===== config.mk =====
export PLATFORM = sky130hd
export DESIGN_NAME = clock_phase_gen
export DESIGN_NICKNAME = d
export VERILOG_FILES = /design/src/rtl/clock_phase_gen.sv
export SDC_FILE = /design/constraint.sdc
export NUM_CORES = 1
export LEC_CHECK = 0
export ABC_AREA = 0
export ABC_CLOCK_PERIOD_IN_PS = 3700
export BUFFER_PORTS_ARGS = -buffer_cell sky130_fd_sc_hd__buf_2
export CAP_MARGIN = 10
export CORE_MARGIN = 3
export CORE_UTILIZATION = 50
export CTS_CLUSTER_DIAMETER = 200
export CTS_CLUSTER_SIZE = 40
export DETAILED_ROUTE_END_ITERATION = 16
export GPL_ROUTABILITY_DRIVEN = 0
export PLACE_DENSITY_LB_ADDON = 0.25
export RECOVER_POWER = 50
export REMOVE_ABC_BUFFERS = 1
export SYNTH_ARGS = -nofsm -noshare
export SYNTH_HDL_FRONTEND = slang
export SYNTH_SLANG_ARGS = --single-unit

===== constraint.sdc =====
create_clock -name clock -period 3.7 [get_ports clock]
set_input_delay 0.74 -clock clock [delete_from_list [all_inputs] [get_ports clock]]
set_output_delay 0.74 -clock clock [all_outputs]
set_load 0.02 [all_outputs]

===== src/rtl/clock_phase_gen.sv =====
// Multi-channel clock-enable / divided-clock generator with double-buffered per-channel
// divide and phase config. Optional per-channel stall inputs are enabled by CLKGEN_STALL_EN.
module clock_phase_gen #(
    parameter int NUM_CH = 4,
    parameter int CH_W   = 2,
    parameter int CNT_W  = 4,
    parameter int DEF_DIV = 1,
    parameter logic [NUM_CH*CNT_W-1:0] DEF_PHASE_VEC = {4'd1, 4'd1, 4'd0, 4'd0}
) (
    input  logic              clock,
    input  logic              reset,
    input  logic              run,
    input  logic              resync,
    input  logic              cfg_we,
    input  logic [CH_W-1:0]   cfg_ch,
    input  logic [CNT_W-1:0]  cfg_div,
    input  logic [CNT_W-1:0]  cfg_phase,
`ifdef CLKGEN_STALL_EN
    input  logic [NUM_CH-1:0] stall_mask,
`endif
    output logic [NUM_CH-1:0] ce,
    output logic [NUM_CH-1:0] clk_out,
    output logic              aligned,
    output logic [NUM_CH-1:0] cfg_pending,
    output logic              cfg_err
);

    localparam logic [CH_W:0]    NUM_CH_L = (CH_W+1)'(NUM_CH);
    localparam logic [CNT_W-1:0] DEF_D    = CNT_W'(DEF_DIV);

    logic              wr_ok;
    logic [NUM_CH-1:0] stall_eff;
    logic [NUM_CH-1:0] cnt_zero;
    logic [NUM_CH-1:0] ce_hit;

`ifdef CLKGEN_STALL_EN
    assign stall_eff = stall_mask;
`else
    assign stall_eff = '0;
`endif

    // A write is accepted only for an existing channel with a phase inside its period.
    assign wr_ok = ({1'b0, cfg_ch} < NUM_CH_L) && (cfg_phase <= cfg_div);

    generate
        for (genvar gi = 0; gi < NUM_CH; gi++) begin : g_ch
            logic [CNT_W-1:0] cnt_reg;
            logic [CNT_W-1:0] div_reg;
            logic [CNT_W-1:0] phase_reg;
            logic [CNT_W-1:0] sdiv_reg;
            logic [CNT_W-1:0] sphase_reg;
            logic             pend_reg;
            logic             clk_reg;
            logic             wr_hit;
            logic             at_wrap;
            logic             advance;

            assign wr_hit  = cfg_we & wr_ok & (cfg_ch == CH_W'(gi));
            assign at_wrap = (cnt_reg >= div_reg);
            assign advance = run & ~stall_eff[gi];

            always_ff @(posedge clock) begin
                if (reset) begin
                    cnt_reg    <= '0;
                    div_reg    <= DEF_D;
                    phase_reg  <= DEF_PHASE_VEC[gi*CNT_W +: CNT_W];
                    sdiv_reg   <= DEF_D;
                    sphase_reg <= DEF_PHASE_VEC[gi*CNT_W +: CNT_W];
                    pend_reg   <= 1'b0;
                    clk_reg    <= 1'b0;
                end else begin
                    if (resync) begin
                        cnt_reg <= '0;
                        if (pend_reg) begin
                            div_reg   <= sdiv_reg;
                            phase_reg <= sphase_reg;
                            pend_reg  <= 1'b0;
                        end
                    end else if (advance) begin
                        if (at_wrap) begin
                            cnt_reg <= '0;
                            if (pend_reg) begin
                                div_reg   <= sdiv_reg;
                                phase_reg <= sphase_reg;
                                pend_reg  <= 1'b0;
                            end
                        end else begin
                            cnt_reg <= cnt_reg + 1'b1;
                        end
                    end
                    if (advance) begin
                        clk_reg <= (cnt_reg <= (div_reg >> 1));
                    end
                    // Placed last so a write in the apply cycle re-arms pending with the new shadow.
                    if (wr_hit) begin
                        sdiv_reg   <= cfg_div;
                        sphase_reg <= cfg_phase;
                        pend_reg   <= 1'b1;
                    end
                end
            end

            assign ce_hit[gi]      = (cnt_reg == phase_reg) & ~stall_eff[gi];
            assign cnt_zero[gi]    = (cnt_reg == '0);
            assign clk_out[gi]     = clk_reg;
            assign cfg_pending[gi] = pend_reg;
        end
    endgenerate

    assign ce      = {NUM_CH{run & ~reset}} & ce_hit;
    assign aligned = run & ~reset & (&cnt_zero);

    always_ff @(posedge clock) begin
        if (reset) begin
            cfg_err <= 1'b0;
        end else if (cfg_we && !wr_ok) begin
            cfg_err <= 1'b1;
        end
    end

endmodule


---- Word level (Yosys, flattened, before mapping) ----
Index checks and enable logic that the tools add are counted.
storage, ports and cells
  latch bits .............................. 0
  memories kept ........................... 0
  bits in read-only memories .............. 0
  output and inout port bits .............. 14
  flip-flop bits (word level) ............. 89
  input port bits ......................... 15
  bits in writable memories ............... 0
  logic and storage cells ................. 140
operators by class
  bitwise gates (word level) .............. 9
  $lt $le $gt $ge ......................... 9
  equality and inequality tests ........... 7
  multiply operators ...................... 0
  $add $sub $neg .......................... 4
  divide/modulo/power cells ............... 0
  shift operators ......................... 0
  reduce and logical (&&, ||, !) cells .... 30
  mux-type cells .......................... 52
operators with widths
  operator             count
  $mux 4               36
  $reduce_bool 3->1    8
  $add 4x1->4 const B  4
  $eq 4x4->1           4
  $ge 4x4->1           4
  $le 4x3->1           4
  $logic_not 4->1      4
  $mux 1               16
  $reduce_and 2->1     8
  $reduce_bool 2->1    5
  $and 1x1->1          7
  $and 4x4->4          1
  $eq 2x2->1 const B   2
  $le 4x4->1           1
  $reduce_and 4->1     1
  $eq 2x1->1 const B   1
  $logic_not 2->1      1
  $reduce_or 2->1      1
  $logic_and 1x1->1    1
  $logic_not 1->1      1
  $not 1->1            1

---- Depth between registers and ports, before layout ----
Gate-level depths: netlist (run 1).
  depth in word-level cells ............... 5
  mapped depth ............................ 8

---- Worst setup path before layout (run 1) ----
OpenSTA, ideal clock, no wires.
  kind .................................... input -> output
  start ................................... input port reset
  end ..................................... output port aligned
  path slack .............................. 1095 ps
  arrival time ............................ 1865 ps
  cell stages on the path ................. 5
  cells stage by stage .................... buf_2 -> inv_2 -> clkbuf_1 -> nand4_1 -> nor3_1
between the ends
  longest elaborated chain between the ends .. 3
ends and longest elaborated chain
  item                       line  text
  from (decl)                11    input logic reset,
  $not 1->1                  111   assign aligned = run & ~reset & (&cnt_zero);
  $and 1x1->1 (2 in series)  111
  to (decl)                  23    output logic aligned,
Every way passes these cells.

---- Worst setup path in the final report (run 1) ----
  start ................................... register g_ch[0].cnt_reg[0]
  end ..................................... output port aligned
between the ends
  longest elaborated chain between the ends .. 3
ends and longest elaborated chain
  item                    line  text
  from (decl)             47    logic [CNT_W-1:0] cnt_reg;
  from (signal assigned)  88    cnt_reg <= cnt_reg + 1'b1;
  $logic_not 4->1         104   assign cnt_zero[gi] = (cnt_reg == '0);
  $reduce_and 4->1        111
  $and 1x1->1             111
Every way passes these cells.

==> results of run 1 <==
layer usage:
| metal | GRT usage [%] | wire, um | up-vias | part of all wire, % |
|---|---|---|---|---|
| li1 | - | - | 1869 | - |
| met1 | 29.3 | 5240 | 1760 | 50 |
| met2 | 32.4 | 4740 | 74 | 45 |
| met3 | 5.19 | 412 | 6 | 3.9 |
| met4 | 6.36 | 116 | 0 | 1.1 |
| met5 | 0 | 0 | - | 0 |
worst max-delay path by stage:
stage,start,endpoint,cells after the start
floorplan,run,aligned,4
global placement,cfg_div[3],g_ch[2].sdiv_reg[1],8
detailed placement,cfg_div[3],g_ch[2].sdiv_reg[1],8
CTS,g_ch[0].cnt_reg[0],aligned,5
global route,g_ch[0].cnt_reg[0],aligned,5
finish,g_ch[0].cnt_reg[0],aligned,5
cells in the final DEF (no fill, tap or decap), types with 4 or more instances in the layout:
| cell type | synthesis | final |
|---|---|---|
| a22oi_1 | 4 | 4 |
| dfxtp_1 | 89 | 89 |
| xnor2_1 | 14 | 14 |
| nand2_1 | 46 | 46 |
| o21ai_0 | 27 | 29 |
| nor2_1 | 50 | 50 |
| inv_1 | 27 | 27 |
| mux2i_1 | 40 | 40 |
| nand3_1 | 38 | 38 |
| o21a_1 | 8 | 8 |
| clkbuf_1 | 13 | 11 |
| xor2_1 | 5 | 5 |
| nor2b_1 | 5 | 5 |
| o211ai_1 | 4 | 4 |
| ha_1 | 40 | 40 |
| a31o_2 | 4 | 4 |
| nor3_1 | 11 | 11 |
| clkbuf_8 | 0 | 9 |
| buf_2 | 5 | 19 |
| buf_4 | 11 | 4 |
| a21oi_1 | 38 | 38 |
| nand2b_1 | 4 | 4 |
power by group:
group / internal, mW / total [mW] / leakage [nW] / switching (mW)
combinational: 0.0645 / 0.192 / 1.25 / 0.127
sequential: 0.977 / 0.993 / 0.721 / 0.0156
clock: 0.246 / 0.609 / 0.0785 / 0.363
total: 1.29 / 1.79 / 2.05 / 0.506
cell families after synthesis:
family / after synthesis / share of synthesized area (%)
compound gates: 104 / 14.3
xor+xnor: 19 / 3.62
fa+ha+maj: 40 / 10.9
buf+inv: 60 / 6.10
flops: 89 / 38.8
mux: 40 / 8.71
simple gates: 175 / 17.6
through the flow:
| stage | std cells | setup WS, ns | instance area (sq um) | power (mW) |
|---|---|---|---|---|
| 5_1_grt | 654 | 0.752 | 4870 | 1.88 |
| 2_1_floorplan | 496 | 1.03 | 4430 | 1.13 |
| 3_3_place_gp | 638 | 0.729 | 4750 | 1.21 |
| 4_1_cts | 654 | 0.847 | 4920 | 1.81 |
| 3_5_place_dp | 638 | 0.690 | 4750 | 1.21 |
| 6_report | 654 | 0.849 | 4870 | 1.79 |
cell usage after synthesis, types with 2 or more instances:
cell type	instances	area (sq um)
nand3b_1	2	15.0
buf_4	11	82.6
nor2_1	50	188
nand2b_1	4	25.0
ha_1	40	500
xor2_1	5	43.8
inv_1	27	101
a22oi_1	4	30.0
clkbuf_1	13	48.8
nand3_1	38	190
and3_1	2	12.5
nor2b_1	5	31.3
or4_1	2	15.0
o21a_1	8	60.1
a21oi_1	38	190
nand4b_1	2	17.5
dfxtp_1	89	1780
buf_2	5	25.0
o211ai_1	4	30.0
mux2i_1	40	400
a21o_1	3	22.5
nand4_1	2	12.5
nand2_1	46	173
xnor2_1	14	123
o21ai_1	5	25.0
and2_1	5	31.3
nor4_1	2	12.5
o21ai_0	27	135
a31o_2	4	35.0
nor3_1	11	55.1
layout make-up:
class / count / area [sq um]
Clock buffer: 10 / 128
Clock inverter: 6 / 45.0
Fill cell: 833 / 3930
Inverter: 29 / 109
Multi-Input combinational cell: 378 / 2510
Sequential cell: 89 / 1780
Tap cell: 108 / 135
Timing Repair Buffer: 34 / 168
worst max-delay path, stage by stage, from the launching register on:
cell	delay, ns
dfxtp_1	0.37
inv_1	0.16
ha_1	0.21
or4b_2	0.62
nor3_1	0.20
buf_2	0.19
==> summary.txt, run 1 <==
Status = complete, no violations
Area growth, synth to finish = 6.04%
Worst R2R Path Depth = 7
Clk buf depth = 2
Pins Over Slew Limit = 0
Post-layout util = 55.4%
Hold Crit Class = reg2reg
Grt total ovfl = 0
CP arrival = 2.11 ns
Setup Viol. Count Final = 0
Number of synthesized flops with an enable pin = 0
Worst Max-Slew Pin Slew = 1.28 ns
Starting Density = 52.2%
Number of routed nets with antenna violations = 0
Clk slew on worst S/H paths = 0.10 ns
Setup TNS = 0 ns
Worst-Skew Late Latency = 0.35 ns
Worst relative slew slack = 14.6%
Largest net degree at the start of global routing = 63
Yosys warnings = 0
Port Buffers = 28
Pre-antenna DRT Iters = 4
R2R setup slack = 1.47 ns
Clock period minus worst slack = 2.85 ns
Post-CTS sizing = 0
CTS root buf = clkbuf_8
Total CTS buffers = 9
Hold wc startpoint = g_ch[3].sphase_reg[2]
Synth Register Bits = 89
Ant diodes = 0
Hold Path Sink = g_ch[3].phase_reg[2]
Die area = 0.0104 sq mm
Core area = 0.00881 sq mm
Via Count = 3,709
Fin crit share = 77.1%
Final hold violation count = 0
Final Hold Slack = 0.466 ns
WL final = 10,500 um
Worst reg2reg path startpoint = g_ch[2].cnt_reg[0]
Worst path required time = 2.96 ns
Hold depth = 2
Vias in the first global route = 3,454
Main synth FF type = dfxtp_1
Peak Freq = 0.351 GHz
Row cnt = 34
Die height = 102 um
First-pass GRT wire length = 17,000 um
Crit path kind = reg2out
Post-synthesis sequential area ratio = 38.8%
Distinct cells, synth = 49
DRC = 0
Mapped cell area = 0.00460 sq mm
Critical R2R Capture = g_ch[2].phase_reg[2]
Syn_area_per_cell = 8.72 sq um
Post-CTS Setup Inserts = 0
Post-DP HPWL = 7470 um
Clk_skew = 0.0112 ns
P_leak = 2.05 nW
Total Routing Usage GR = 21.1%
Synth async-reset ratio = 0%
Share of cells above drive strength 1 = 8.24%
Initial antenna violation count = 0
RSZ-0062 raised after global routing = false
Hold-fix buffers at CTS = 0
Nets@finish = 596
CP startpoint kind = flop
H-tree depth = 3
Max FO, Critical Path = 5
Crit end category = primary output
Drt wl/cell = 16.1 um
Max VDD drop = 0.234 mV
I/O pins = 29
CTS sink cnt = 89
Die W = 102 um
Syn Inst Count = 527
Max cap viols = 0
Starting DRT DRC Count = 156
CTS tree = built
PwrDens = 368 mW/mm^2
Vias/cell = 5.67
Power figures use the tool's default switching activity.
==> run 2: changes to the inputs <==
Settings changed: ABC_CLOCK_PERIOD_IN_PS 3700 to 2500.
Clock period 3.7 ns to 2.5 ns, I/O delays scaled along.
==> run 2 against run 1 <==
Net effect: count of clock-buffer cells in the layout unchanged; cell area rose by 1.7%; power rose by 51%; utilization rose by 0.94 points; die area did not move; first-iteration DRC count fell by 12%; via count is 0.65% lower; non-clock buffer count increased by 7; register-to-register slack lost 1.1 ns; flip-flop and latch count is the same; sequential power up 48%; critical endpoint unchanged; largest cell class unchanged; largest power group unchanged.
==> summary.txt, run 2 (same netlist as run 1, synthesis figures left out) <==
Leading cell type in the layout, fill and taps excluded = dfxtp_1
Critical R2R Capture = g_ch[1].cnt_reg[0]
Via Count = 3,685 (-0.65%)
Clock period minus worst slack = 2.31 ns
Starting Density = 52.2% (unchanged)
H-tree depth = 3 (unchanged)
Drt wl/cell = 15.6 um (-2.8%)
Worst reg2reg path startpoint = g_ch[1].cnt_reg[0]
Worst path required time = 2.00 ns (-0.96 ns)
Clk slew on worst S/H paths = 0.09 ns (about the same)
R2R setup slack = 0.42 ns (-1.05 ns)
WL final = 10,300 um (-1.8%)
Vias in the first global route = 3,530 (+2.2%)
Port Buffers = 28 (unchanged)
CTS sink cnt = 89 (unchanged)
I/O pins = 29 (unchanged)
Worst relative slew slack = 42.9% (+28 points)
Grt total ovfl = 0 (unchanged)
Pins Over Slew Limit = 0 (unchanged)
Total CTS buffers = 9 (unchanged)
Setup TNS = 0 ns (unchanged)
Die height = 102 um (unchanged)
P_leak = 2.12 nW (+3.1%)
Max VDD drop = 0.325 mV (+39%)
Die area = 0.0104 sq mm (unchanged)
Post-Place Setup Slack = 0.165 ns (-0.524 ns)
DRC = 0 (unchanged)
Crit end category = primary output
Share of cells above drive strength 1 = 9.76% (+1.5 points)
Worst R2R Path Depth = 7 (unchanged)
Worst-Skew Late Latency = 0.36 ns (about the same)
Row cnt = 34 (unchanged)
Clk_skew = 0.0124 ns (+0.00127 ns)
CTS root buf = clkbuf_8
Status = complete, no violations
Die W = 102 um (unchanged)
First-pass GRT wire length = 17,200 um (+0.97%)
Starting DRT DRC Count = 138 (-12%)
Fill cells = 828 (-0.60%)
PwrDens = 546 mW/mm^2 (+49%)
Setup WS post-layout = 0.193 ns (-0.656 ns)
Max FO, Critical Path = 5 (unchanged)
Initial antenna violation count = 0 (unchanged)
Setup Viol. Count Final = 0 (unchanged)
Core area = 0.00881 sq mm (unchanged)
RSZ-0062 raised after global routing = false
Vias/cell = 5.57 (-1.7%)
Peak Freq = 0.433 GHz
Hold Path Sink = cfg_err
Hold depth = 3 (+1)
Largest net degree at the start of global routing = 62 (-1.6%)
Final hold violation count = 0 (unchanged)
Area growth, synth to finish = 7.84%
CP startpoint kind = flop
Hold Crit Class = in2reg
CTS tree = built
Worst Max-Slew Pin Slew = 0.853 ns (-0.427 ns)
Fin crit share = 92.3%
Number of routed nets with antenna violations = 0 (unchanged)
Most frequent cells in the layout = 89 x dfxtp_1, 50 x nor2_1, 46 x nand2_1, 40 x mux2i_1, 40 x ha_1
Post-DP HPWL = 7420 um (-0.75%)
Total Routing Usage GR = 21.2% (+0.14 points)
Crit path kind = reg2out
Clk buf depth = 2 (unchanged)
CP arrival = 1.81 ns (-0.30 ns)
Max cap viols = 0 (unchanged)
Pre-antenna DRT Iters = 4 (unchanged)
Nets@finish = 603 (+1.2%)
Hold wc startpoint = cfg_we
Ant diodes = 0 (unchanged)
[run 2: changes by cell type in the layout (fill, tap and decap cells not counted), sizes merged]
cell	change
clkbuf	+1
buf	+6
clkinvlp	-3
inv	+3
[run 2: repair_timing]
item | 4_1_cts | 5_1_grt
endpoints found under the setup margin | 1 | 1
setup buffers | 0 | 0
gates resized for setup | 2 | 2
hold buffers | 0 | 0
[run 2: cell type report]
class | count | area (sq um) | share of cell area [%]
Timing Repair Buffer | 41 | 219 | 4.42
Clock buffer | 10 | 138 | 2.78
Sequential cell | 89 | 1780 | 35.9
Inverter | 29 | 109 | 2.20
Multi-Input combinational cell | 378 | 2530 | 51.0
Tap cell | 108 | 135 | 2.73
Clock inverter | 6 | 48.8 | 0.984
[run 2: worst max path at each step]
stage | from | to | slack [ns] | cells past startpoint
global placement | cfg_div[3] | g_ch[1].sdiv_reg[3] | 0.24 | 9
floorplan | cfg_div[3] | g_ch[1].sdiv_reg[1] | 0.09 | 7
global route | cfg_div[3] | g_ch[1].sphase_reg[3] | 0.08 | 9
finish | g_ch[0].cnt_reg[0] | aligned | 0.19 | 5
CTS | g_ch[0].cnt_reg[0] | aligned | 0.02 | 5
detailed placement | cfg_div[3] | g_ch[1].sphase_reg[0] | 0.17 | 9
[run 2: metrics by stage]
stage                     cells  util (%)  instance area (sq um)  total power, mW  hold slack [ns]
final                       661      56.3                   4960             2.71            0.437
after global routing        661      56.3                   4960             2.82            0.452
after CTS                   661      56.7                   4990             2.74            0.419
after detailed placement    645      54.5                   4800             1.80            0.452
after global placement      645      54.5                   4800             1.80            0.446
after floorplan             496         -                   4430             1.68            0.435
[run 2: critical path, cell delays in order (launching register included)]
cell	delay, ns
dfxtp_1	0.37
inv_1	0.10
ha_1	0.18
or4b_4	0.48
nor3_2	0.16
buf_4	0.16
[run 2: per-layer routing]
metal  global-route usage [%]  vias to the layer above  part of all wire (%)
li1                         -                     1878                     -
met1                     28.3                     1738                    49
met2                     34.9                       59                    46
met3                     4.71                       10                   3.8
met4                     5.65                        0                   1.0
met5                        0                        -                     0
[run 2: power breakdown]
part / leakage, nW / switching, mW / internal [mW]
Combinational: 1.30 / 0.191 / 0.105
Sequential: 0.721 / 0.0227 / 1.45
Clock: 0.0976 / 0.543 / 0.401
Total: 2.12 / 0.757 / 1.95
